--- src/rtl/bp_be_issue_sequencer_if.sv ---
// Handshake bundle between the BE issue queue/dispatcher and the issue sequencer.
// Signal suffixes are relative to the sequencer (slave side).
interface bp_be_issue_sequencer_if #(
  parameter int inflight_els_p = 8
);
  localparam int cnt_width_lp = $clog2(inflight_els_p + 1);

  logic                    issue_v_i;
  logic                    dispatch_v_i;
  logic                    dispatch_skip_i;
  logic                    commit_v_i;
  logic                    commit_skip_i;
  logic                    replay_v_i;
  logic                    flush_v_i;
  logic                    redirect_ack_i;

  logic                    read_v_o;
  logic                    read_skip_o;
  logic                    deq_v_o;
  logic                    deq_skip_o;
  logic                    roll_v_o;
  logic                    clr_v_o;
  logic                    suppress_v_o;
  logic                    dispatch_ready_o;
  logic [cnt_width_lp-1:0] inflight_cnt_o;
  logic                    underflow_o;

  modport master (
    output issue_v_i, dispatch_v_i, dispatch_skip_i, commit_v_i, commit_skip_i,
           replay_v_i, flush_v_i, redirect_ack_i,
    input  read_v_o, read_skip_o, deq_v_o, deq_skip_o, roll_v_o, clr_v_o,
           suppress_v_o, dispatch_ready_o, inflight_cnt_o, underflow_o
  );

  modport slave (
    input  issue_v_i, dispatch_v_i, dispatch_skip_i, commit_v_i, commit_skip_i,
           replay_v_i, flush_v_i, redirect_ack_i,
    output read_v_o, read_skip_o, deq_v_o, deq_skip_o, roll_v_o, clr_v_o,
           suppress_v_o, dispatch_ready_o, inflight_cnt_o, underflow_o
  );
endinterface

--- src/rtl/bp_be_issue_sequencer.sv ---
// BE issue queue sequencer: turns dispatch/commit/replay/flush events into one-hot
// queue command strobes and tracks the dispatched-but-uncommitted entry count.
//
// state   | meaning
// RUN     | normal dispatch/commit operation
// ROLL    | one cycle after a roll; queue read pointer is settling, no reads
// WAIT    | post-flush, fetch suppressed until FE acknowledges the redirect
module bp_be_issue_sequencer #(
  parameter int inflight_els_p       = 8,
  parameter bit compressed_support_p = 1'b0
) (
  input  logic                     clk_i,
  input  logic                     reset_n_i,
  bp_be_issue_sequencer_if.slave   seq_if
);
  localparam int cnt_width_lp = $clog2(inflight_els_p + 1);
  localparam logic [cnt_width_lp-1:0] cnt_max_lp = cnt_width_lp'(inflight_els_p);

  typedef enum logic [1:0] {
    ST_RUN  = 2'd0,
    ST_ROLL = 2'd1,
    ST_WAIT = 2'd2
  } state_e;

  state_e                  state_q, state_d;
  logic [cnt_width_lp-1:0] cnt_q, cnt_d;
  logic                    underflow_q, underflow_d;

  logic read_v, deq_v, roll_v, clr_v, suppress_v, dispatch_ready;
  logic cnt_zero;

  assign cnt_zero = (cnt_q == '0);

  always_ff @(posedge clk_i) begin
    if (!reset_n_i) begin
      state_q     <= ST_RUN;
      cnt_q       <= '0;
      underflow_q <= 1'b0;
    end else begin
      state_q     <= state_d;
      cnt_q       <= cnt_d;
      underflow_q <= underflow_d;
    end
  end

  always_comb begin
    state_d        = state_q;
    cnt_d          = cnt_q;
    underflow_d    = underflow_q;
    read_v         = 1'b0;
    deq_v          = 1'b0;
    roll_v         = 1'b0;
    clr_v          = 1'b0;
    suppress_v     = 1'b0;
    dispatch_ready = 1'b0;

    if (seq_if.flush_v_i) begin
      // Flush wins over everything, including a same-cycle redirect ack.
      clr_v      = 1'b1;
      suppress_v = 1'b1;
      cnt_d      = '0;
      state_d    = ST_WAIT;
    end else begin
      unique case (state_q)
        ST_WAIT: begin
          suppress_v = 1'b1;
          if (seq_if.redirect_ack_i) state_d = ST_RUN;
        end
        ST_ROLL: begin
          state_d = ST_RUN;
          if (seq_if.replay_v_i) begin
            roll_v  = 1'b1;
            cnt_d   = '0;
            state_d = ST_ROLL;
          end
        end
        default: begin
          deq_v = seq_if.commit_v_i & ~cnt_zero;
          if (seq_if.commit_v_i && cnt_zero) underflow_d = 1'b1;
          if (seq_if.replay_v_i) begin
            // The queue folds a same-cycle dequeue into the roll.
            roll_v  = 1'b1;
            cnt_d   = '0;
            state_d = ST_ROLL;
          end else begin
            // A same-cycle commit frees a slot, so a full window can still dispatch.
            dispatch_ready = seq_if.issue_v_i & ((cnt_q < cnt_max_lp) | deq_v);
            read_v         = seq_if.dispatch_v_i & dispatch_ready;
            cnt_d          = cnt_q + cnt_width_lp'(read_v) - cnt_width_lp'(deq_v);
          end
        end
      endcase
    end
  end

  assign seq_if.read_v_o         = reset_n_i & read_v;
  assign seq_if.read_skip_o      = reset_n_i & read_v & seq_if.dispatch_skip_i & compressed_support_p;
  assign seq_if.deq_v_o          = reset_n_i & deq_v;
  assign seq_if.deq_skip_o       = reset_n_i & deq_v & seq_if.commit_skip_i & compressed_support_p;
  assign seq_if.roll_v_o         = reset_n_i & roll_v;
  assign seq_if.clr_v_o          = reset_n_i & clr_v;
  assign seq_if.suppress_v_o     = reset_n_i & suppress_v;
  assign seq_if.dispatch_ready_o = reset_n_i & dispatch_ready;
  assign seq_if.inflight_cnt_o   = reset_n_i ? cnt_q : '0;
  assign seq_if.underflow_o      = reset_n_i & underflow_q;
endmodule

--- src/flat_wrapper.sv ---
// flat-port wrapper written by rule: the top's interface ports become plain ports
module bp_be_issue_sequencer_flat 
#(
  parameter int inflight_els_p       = 8,
  parameter bit compressed_support_p = 1'b0
)
  (clk_i, reset_n_i, seq_if_issue_v_i, seq_if_dispatch_v_i, seq_if_dispatch_skip_i, seq_if_commit_v_i, seq_if_commit_skip_i, seq_if_replay_v_i, seq_if_flush_v_i, seq_if_redirect_ack_i, seq_if_read_v_o, seq_if_read_skip_o, seq_if_deq_v_o, seq_if_deq_skip_o, seq_if_roll_v_o, seq_if_clr_v_o, seq_if_suppress_v_o, seq_if_dispatch_ready_o, seq_if_inflight_cnt_o, seq_if_underflow_o);
  bp_be_issue_sequencer_if #(.inflight_els_p(inflight_els_p)) seq_if_i ();
  input  logic clk_i;
  input  logic reset_n_i;
  input wire logic [$bits(seq_if_i.issue_v_i)-1:0] seq_if_issue_v_i;
  input wire logic [$bits(seq_if_i.dispatch_v_i)-1:0] seq_if_dispatch_v_i;
  input wire logic [$bits(seq_if_i.dispatch_skip_i)-1:0] seq_if_dispatch_skip_i;
  input wire logic [$bits(seq_if_i.commit_v_i)-1:0] seq_if_commit_v_i;
  input wire logic [$bits(seq_if_i.commit_skip_i)-1:0] seq_if_commit_skip_i;
  input wire logic [$bits(seq_if_i.replay_v_i)-1:0] seq_if_replay_v_i;
  input wire logic [$bits(seq_if_i.flush_v_i)-1:0] seq_if_flush_v_i;
  input wire logic [$bits(seq_if_i.redirect_ack_i)-1:0] seq_if_redirect_ack_i;
  output wire logic [$bits(seq_if_i.read_v_o)-1:0] seq_if_read_v_o;
  output wire logic [$bits(seq_if_i.read_skip_o)-1:0] seq_if_read_skip_o;
  output wire logic [$bits(seq_if_i.deq_v_o)-1:0] seq_if_deq_v_o;
  output wire logic [$bits(seq_if_i.deq_skip_o)-1:0] seq_if_deq_skip_o;
  output wire logic [$bits(seq_if_i.roll_v_o)-1:0] seq_if_roll_v_o;
  output wire logic [$bits(seq_if_i.clr_v_o)-1:0] seq_if_clr_v_o;
  output wire logic [$bits(seq_if_i.suppress_v_o)-1:0] seq_if_suppress_v_o;
  output wire logic [$bits(seq_if_i.dispatch_ready_o)-1:0] seq_if_dispatch_ready_o;
  output wire logic [$bits(seq_if_i.inflight_cnt_o)-1:0] seq_if_inflight_cnt_o;
  output wire logic [$bits(seq_if_i.underflow_o)-1:0] seq_if_underflow_o;
  assign seq_if_i.issue_v_i = seq_if_issue_v_i;
  assign seq_if_i.dispatch_v_i = seq_if_dispatch_v_i;
  assign seq_if_i.dispatch_skip_i = seq_if_dispatch_skip_i;
  assign seq_if_i.commit_v_i = seq_if_commit_v_i;
  assign seq_if_i.commit_skip_i = seq_if_commit_skip_i;
  assign seq_if_i.replay_v_i = seq_if_replay_v_i;
  assign seq_if_i.flush_v_i = seq_if_flush_v_i;
  assign seq_if_i.redirect_ack_i = seq_if_redirect_ack_i;
  assign seq_if_read_v_o = seq_if_i.read_v_o;
  assign seq_if_read_skip_o = seq_if_i.read_skip_o;
  assign seq_if_deq_v_o = seq_if_i.deq_v_o;
  assign seq_if_deq_skip_o = seq_if_i.deq_skip_o;
  assign seq_if_roll_v_o = seq_if_i.roll_v_o;
  assign seq_if_clr_v_o = seq_if_i.clr_v_o;
  assign seq_if_suppress_v_o = seq_if_i.suppress_v_o;
  assign seq_if_dispatch_ready_o = seq_if_i.dispatch_ready_o;
  assign seq_if_inflight_cnt_o = seq_if_i.inflight_cnt_o;
  assign seq_if_underflow_o = seq_if_i.underflow_o;
  bp_be_issue_sequencer #(.inflight_els_p(inflight_els_p), .compressed_support_p(compressed_support_p)) u_core (.clk_i(clk_i), .reset_n_i(reset_n_i), .seq_if(seq_if_i));
endmodule
--- config.mk ---
export PLATFORM = sky130hd
export DESIGN_NAME = bp_be_issue_sequencer_flat
export DESIGN_NICKNAME = d
export VERILOG_FILES = /design/src/rtl/bp_be_issue_sequencer_if.sv /design/src/rtl/bp_be_issue_sequencer.sv /design/src/flat_wrapper.sv
export SDC_FILE = /design/constraint.sdc
export NUM_CORES = 1
export LEC_CHECK = 0
export ABC_CLOCK_PERIOD_IN_PS = 4250
export CAP_MARGIN = 20
export CORE_MARGIN = 2
export CORE_UTILIZATION = 46
export CTS_CLUSTER_SIZE = 24
export DETAILED_ROUTE_END_ITERATION = 6
export PLACE_DENSITY = 0.82
export SETUP_SLACK_MARGIN = 0.1
export SLEW_MARGIN = 20
export SYNTH_ARGS = -nofsm -noshare
export SYNTH_HDL_FRONTEND = slang
export SYNTH_SLANG_ARGS = --single-unit
--- constraint.sdc ---
create_clock -name clk_i -period 4.25 [get_ports clk_i]
set_clock_uncertainty 0.2 [all_clocks]
set_input_delay 1.0625 -clock clk_i [delete_from_list [all_inputs] [get_ports clk_i]]
set_output_delay 1.0625 -clock clk_i [all_outputs]
set_load 0.03 [all_outputs]
# Word level (Yosys, flattened, before mapping)
# Cells that the tools add are included.
# Widths: inputs -> output; s select.
word_totals:
  ff_bits: 7
  elab_cells: 61
  input_bits: 10
  output_inout_bits: 13
op_classes:
  addsub: 2
  n_bitwise: 16
  mux: 23
  n_reduce_logical: 10
  magnitude_cmp: 1
  n_eq_ne: 5
op_table:
  columns: ["cell", "count"]
  rows:
  - ["$mux 1", 15]
  - ["$mux 4", 3]
  - ["$and 1x1->1", 10]
  - ["$pmux 4 s2", 1]
  - ["$mux 2", 3]
  - ["$reduce_and 2->1", 3]
  - ["$not 1->1", 5]
  - ["$add 4x1->4", 1]
  - ["$logic_not 4->1", 1]
  - ["$lt 4x4->1 const B", 1]
  - ["$ne 2x2->1 const B", 2]
  - ["$pmux 2 s2", 1]
  - ["$reduce_bool 4->1", 1]
  - ["$reduce_or 2->1", 2]
  - ["$sub 4x1->4", 1]
  - ["$ne 3x3->1 const B", 1]
  - ["$reduce_and 3->1", 1]
  - ["$reduce_bool 3->1", 1]
  - ["$eq 2x1->1 const B", 1]
  - ["$eq 2x2->1 const B", 1]
  - ["$logic_and 1x1->1", 1]
  - ["$or 1x1->1", 1]

# Logic depth before layout (Yosys ltp)
depth:
  depth_word: 10
  depth_mapped: 11
  depth_no_buf: 11

# Worst setup path before layout
# Ideal clock, no wire load.
synth_timing:
  path_kind: "input -> output"
  from: "in reset_n_i"
  to: "out seq_if_roll_v_o"
  slack_ps: 791
  required_ps: 2988
  cell_stages: 3
  arrival_ps: 2197
  n_path_buf: 1
  cell_sequence: "clkbuf_1 nand2b_1 nor3b_1"
synth_between:
  elab_chain_len: 1
synth_rtl:
  columns: ["item", "line_no", "text"]
  rows:
  - ["start, declared", "flat_wrapper.sv:10", "input logic reset_n_i;"]
  - ["$and 1x1->1", "bp_be_issue_sequencer.sv:100", "assign seq_if.roll_v_o = reset_n_i & roll_v;"]
  - ["end, declared", "flat_wrapper.sv:23", "output wire logic [$bits(seq_if_i.roll_v_o)-1:0] seq_if_roll_v_o;"]
# No other way between the ends.

# Final worst setup path
layout_timing:
  from: "in seq_if_flush_v_i"
  to: "out seq_if_dispatch_ready_o"
layout_between:
  elab_chain_len: 2
layout_rtl:
  columns: ["item", "line_no", "text"]
  rows:
  - ["start, declared", "flat_wrapper.sv:17", "input wire logic [$bits(seq_if_i.flush_v_i)-1:0] seq_if_flush_v_i;"]
  - ["$mux 1", "bp_be_issue_sequencer.sv:57", "if (seq_if.flush_v_i) begin"]
  - ["$and 1x1->1", "bp_be_issue_sequencer.sv:103", "assign seq_if.dispatch_ready_o = reset_n_i & dispatch_ready;"]
  - ["end, declared", "flat_wrapper.sv:26", "output wire logic [$bits(seq_if_i.dispatch_ready_o)-1:0] seq_if_dispatch_ready_o;"]
# No other way between the ends.

==> summary.log <==
qor: synth.ys_warn_count 0
qor: synth.synth_seq_cells 7
qor: worst_setup_path.crit_path_max_fanout 2
qor: synth.avgSynthCellArea 8.425 um^2
qor: layout.fill_cells 118
qor: sta.grt_setup_unrepaired no
qor: die.fp.dieH 41.06 um
qor: outcome.status completed
qor: die.die_x 41.06 um
qor: die.design.portCount 23
qor: cts.ctsLongestPathBuffers 2
qor: route.initialDrtViolationCount 13
qor: synth.synth_top_area_share 0.2218
qor: power_and_ir_drop.reg_power_frac 0.384
qor: worst_setup_path.slowest_stage sky130_fd_sc_hd__clkdlybuf4s50_1
qor: global_route.grt_overall_usage 0.2007
qor: cts.cts_made_buffers 3
qor: sta.max_freq 247.1 MHz
qor: cts.count_of_buffers_added_by_post_cts_timing_repair_for_setup 0
qor: worst_setup_path.r2r_cells 10
qor: worst_setup_path.worst_setup_path_endpoint seq_if_dispatch_ready_o
qor: global_route.grt_max_degree 11
qor: die.start_util 0.4917
qor: synth.synth-seq-area-share 0.2218
qor: die.row_cnt 13
qor: cts.clk_pin_slew 50 ps
qor: synth.synth_enable_flop_cells 0
qor: layout.layout-drive-gt1-share 0.1327
qor: cts.ctsHtreeMaxLevel 1
qor: layout.syn2layout_area_growth 36.83%
qor: synth.synthDominantAreaCellType sky130_fd_sc_hd__dfxtp_1
qor: placed_design.placement.cell_area 838.3 um^2
qor: cts.clock_tree_from_tritoncts built
qor: worst_setup_path.r2r-end u_core.cnt_q[3]$_SDFFE_PP0P_
qor: cts.buffer_cell_driving_the_clock_tree_root sky130_fd_sc_hd__clkbuf_4
qor: synth.ys_async_sr_fraction 0
qor: route.vias_per_cell 5.150
qor: power_and_ir_drop.cellInternalPower 127.6 uW
qor: global_route.grt_first_pass_wirelength 2180 um
qor: cts.postCtsResizedCells 0
qor: global_route.grt_pass1_vias 533
qor: synth.post_synth_instance_area 631.9 um^2
qor: placed_design.place.detailed.hpwl 1116 um
qor: worst_setup_path.ff2ff_setup_slack 1630 ps
qor: worst_setup_path.worst_setup_path_end_kind primary output
qor: worst_setup_path.critPathMaxStageDelay 660 ps
qor: power_and_ir_drop.power.leakage 0.0003709 uW
qor: power_and_ir_drop.clkPwrFrac 0.344
qor: global_route.antenna_found_initial 0
qor: sta.setup_viol 0
qor: route.routed-via-count 582
qor: power_and_ir_drop.comb_power_share 0.272
qor: power_and_ir_drop.power.switching_fraction 0.2904
qor: route.first_pass_iters 3
qor: sta.final_min_period_over_clock_period 0.9523
qor: worst_setup_path.critical_path.most_common_cell sky130_fd_sc_hd__clkdlybuf4s50_1
qor: job.drv.max_cap_violation_count 0
qor: worst_setup_path.critical_path_arrival 2780 ps
qor: worst_setup_path.worst-setup-path-type primary input to primary output
qor: power_and_ir_drop.power.switching 52.23 uW
qor: synth.netlist_top_cells_area sky130_fd_sc_hd__dfxtp_1, sky130_fd_sc_hd__ha_1, sky130_fd_sc_hd__inv_1
qor: worst_setup_path.cp-startpoint seq_if_flush_v_i
qor: sta.maxSlewViolCount 0
qor: layout.antenna-diode-count 0
qor: worst_setup_path.cp.required 2990 ps
qor: cts.clkSinkCount 7
qor: sta.timing.final.hold_violations 0
qor: sta.final_period_minus_worst_setup_slack 4047 ps
qor: power_and_ir_drop.ir_worst_vdd 0.1655 mV
qor: global_route.globalRouteOverflowTotal 0
qor: power_and_ir_drop.power_per_cell_area 208.0 nW/um^2
qor: cts.clock_latency 250 ps
qor: placed_design.gp_congestion 0.6997
qor: cts.post_cts_hold_buffer_count 0
qor: worst_setup_path.worst_setup_path_start_kind primary input
qor: worst_setup_path.critical_path.cell_chain clkdlybuf4s50_1 -> nand2b_1 -> nor3b_1 -> and3b_1 -> clkdlybuf4s50_1
qor: route.post-route-drc-count 0
qor: worst_setup_path.r2r_start u_core.cnt_q[3]$_SDFFE_PP0P_
qor: synth.number_of_instances_in_the_synthesized_netlist 75
qor: hold_path.hold_class flop to flop
qor: synth.ys_types 34
qor: route.postRouteAntennaNets 0
qor: die.fp.dieArea 1686 um^2
qor: sta.finalSetupTns 0 ps
qor: layout.design_area 864.6 um^2
qor: layout.fin_util 0.6728
qor: die.floorplan.core_area 1285 um^2
qor: layout.final_net_count 117
qor: route.wire_length_after_detailed_routing 1399 um
qor: placed_design.numPortBuffers 18
qor: synth.most_used_flip_flop_cell_after_synthesis sky130_fd_sc_hd__dfxtp_1
qor: route.avgRoutedWirePerCell 12.38 um
-- registers in the layout (all words and copies together) (netlist names) --
register	flops
u_core.cnt_q	4
u_core.state_q	2
u_core.underflow_q	1
-- kinds of logic after synthesis --
group | Yosys count | synth area share
xor gates and xnor gates | 1 | 0.01386
DFF | 7 | 0.2218
other | 1 | 0.005935
adders and majority gates | 8 | 0.1703
buffers and inverters | 13 | 0.09107
AOI/OAI and AO/OA | 16 | 0.1743
and+or+nand+nor | 28 | 0.3070
muxes | 1 | 0.01584
-- area by class of cell --
cell class | instances | area (um^2) | area share
clock buffer | 4 | 26.28 | 0.03039
inverter | 9 | 33.78 | 0.03907
multi-input combinational | 56 | 437.9 | 0.5065
sequential | 7 | 140.1 | 0.1621
tap | 15 | 18.77 | 0.02171
timing repair buffer | 22 | 207.7 | 0.2402
-- synthesized netlist by cell type, drive strengths merged, types with 2 or more instances --
library cell	n
a21oi	4
nand2b	3
and3b	2
nor3b	3
inv	9
o21ai	3
ha	7
buf	3
and3	2
nand2	3
nor2	2
o21a	3
and2	6
dfxtp	7
-- per-layer routing --
| layer | share of wire | global-route usage | vias to the layer above |
|---|---|---|---|
| met1 | 0.44 | 0.2338 | 266 |
| met2 | 0.50 | 0.3359 | 13 |
| met3 | 0.045 | 0.04891 | 2 |
| met5 | 0 | 0 | - |
| met4 | 0.0071 | 0.1000 | 0 |
| li1 | - | - | 301 |
-- power by group through the flow --
stage	sequential (uW)	combinational, uW	clock, uW
after floorplan	70.2	30.1	0
after global placement	70.4	47.9	0
after detailed placement	70.6	48.6	0
after CTS	69.1	49.4	62.8
after global routing	69.2	53.5	65.6
final	69.1	48.9	61.8
-- per-stage QoR --
stage	power, uW	setup WS, ps	hold slack, ps	std cells
global placement	118.3	236.5	269.0	109
global route	188.4	106.4	331.3	113
CTS	181.3	200.7	297.9	113
finish	179.8	202.7	290.3	113
detailed placement	119.1	211.6	290.5	109
floorplan	100.3	790.8	257.9	76
-- layout by cell type (no fill, tap or decap), types with 2 or more instances in the layout --
cell                               n
sky130_fd_sc_hd__ha_1              7
sky130_fd_sc_hd__and3b_1           2
sky130_fd_sc_hd__nor2_1            2
sky130_fd_sc_hd__and2_1            5
sky130_fd_sc_hd__a21oi_1           4
sky130_fd_sc_hd__inv_1             9
sky130_fd_sc_hd__conb_1            2
sky130_fd_sc_hd__o21ai_0           3
sky130_fd_sc_hd__nand2_1           3
sky130_fd_sc_hd__dfxtp_1           7
sky130_fd_sc_hd__nand2b_1          3
sky130_fd_sc_hd__buf_4             5
sky130_fd_sc_hd__and3_1            2
sky130_fd_sc_hd__o21a_1            3
sky130_fd_sc_hd__clkdlybuf4s50_1  17
sky130_fd_sc_hd__clkbuf_4          3
sky130_fd_sc_hd__nor3b_1           3
-- critical path, delay by kind of cell --
kind | cells | cell delay [ps]
buffers and inverters | 2 | 1070
AND/OR/NAND/NOR | 3 | 650
-- how the worst min path moves through the flow --
stage | from | to | slack (ps) | depth (start not counted)
final | u_core.cnt_q[2]$_SDFFE_PP0P_ | u_core.cnt_q[2]$_SDFFE_PP0P_ | 290 | 2
after global routing | u_core.cnt_q[0]$_SDFFE_PP0P_ | u_core.cnt_q[0]$_SDFFE_PP0P_ | 330 | 2
after CTS | u_core.cnt_q[2]$_SDFFE_PP0P_ | u_core.cnt_q[2]$_SDFFE_PP0P_ | 300 | 2
after detailed placement | u_core.cnt_q[2]$_SDFFE_PP0P_ | u_core.cnt_q[2]$_SDFFE_PP0P_ | 290 | 2
after global placement | u_core.cnt_q[2]$_SDFFE_PP0P_ | u_core.cnt_q[2]$_SDFFE_PP0P_ | 270 | 2
after floorplan | u_core.cnt_q[2]$_SDFFE_PP0P_ | u_core.cnt_q[2]$_SDFFE_PP0P_ | 260 | 2
Power figures use the tool's default switching activity.
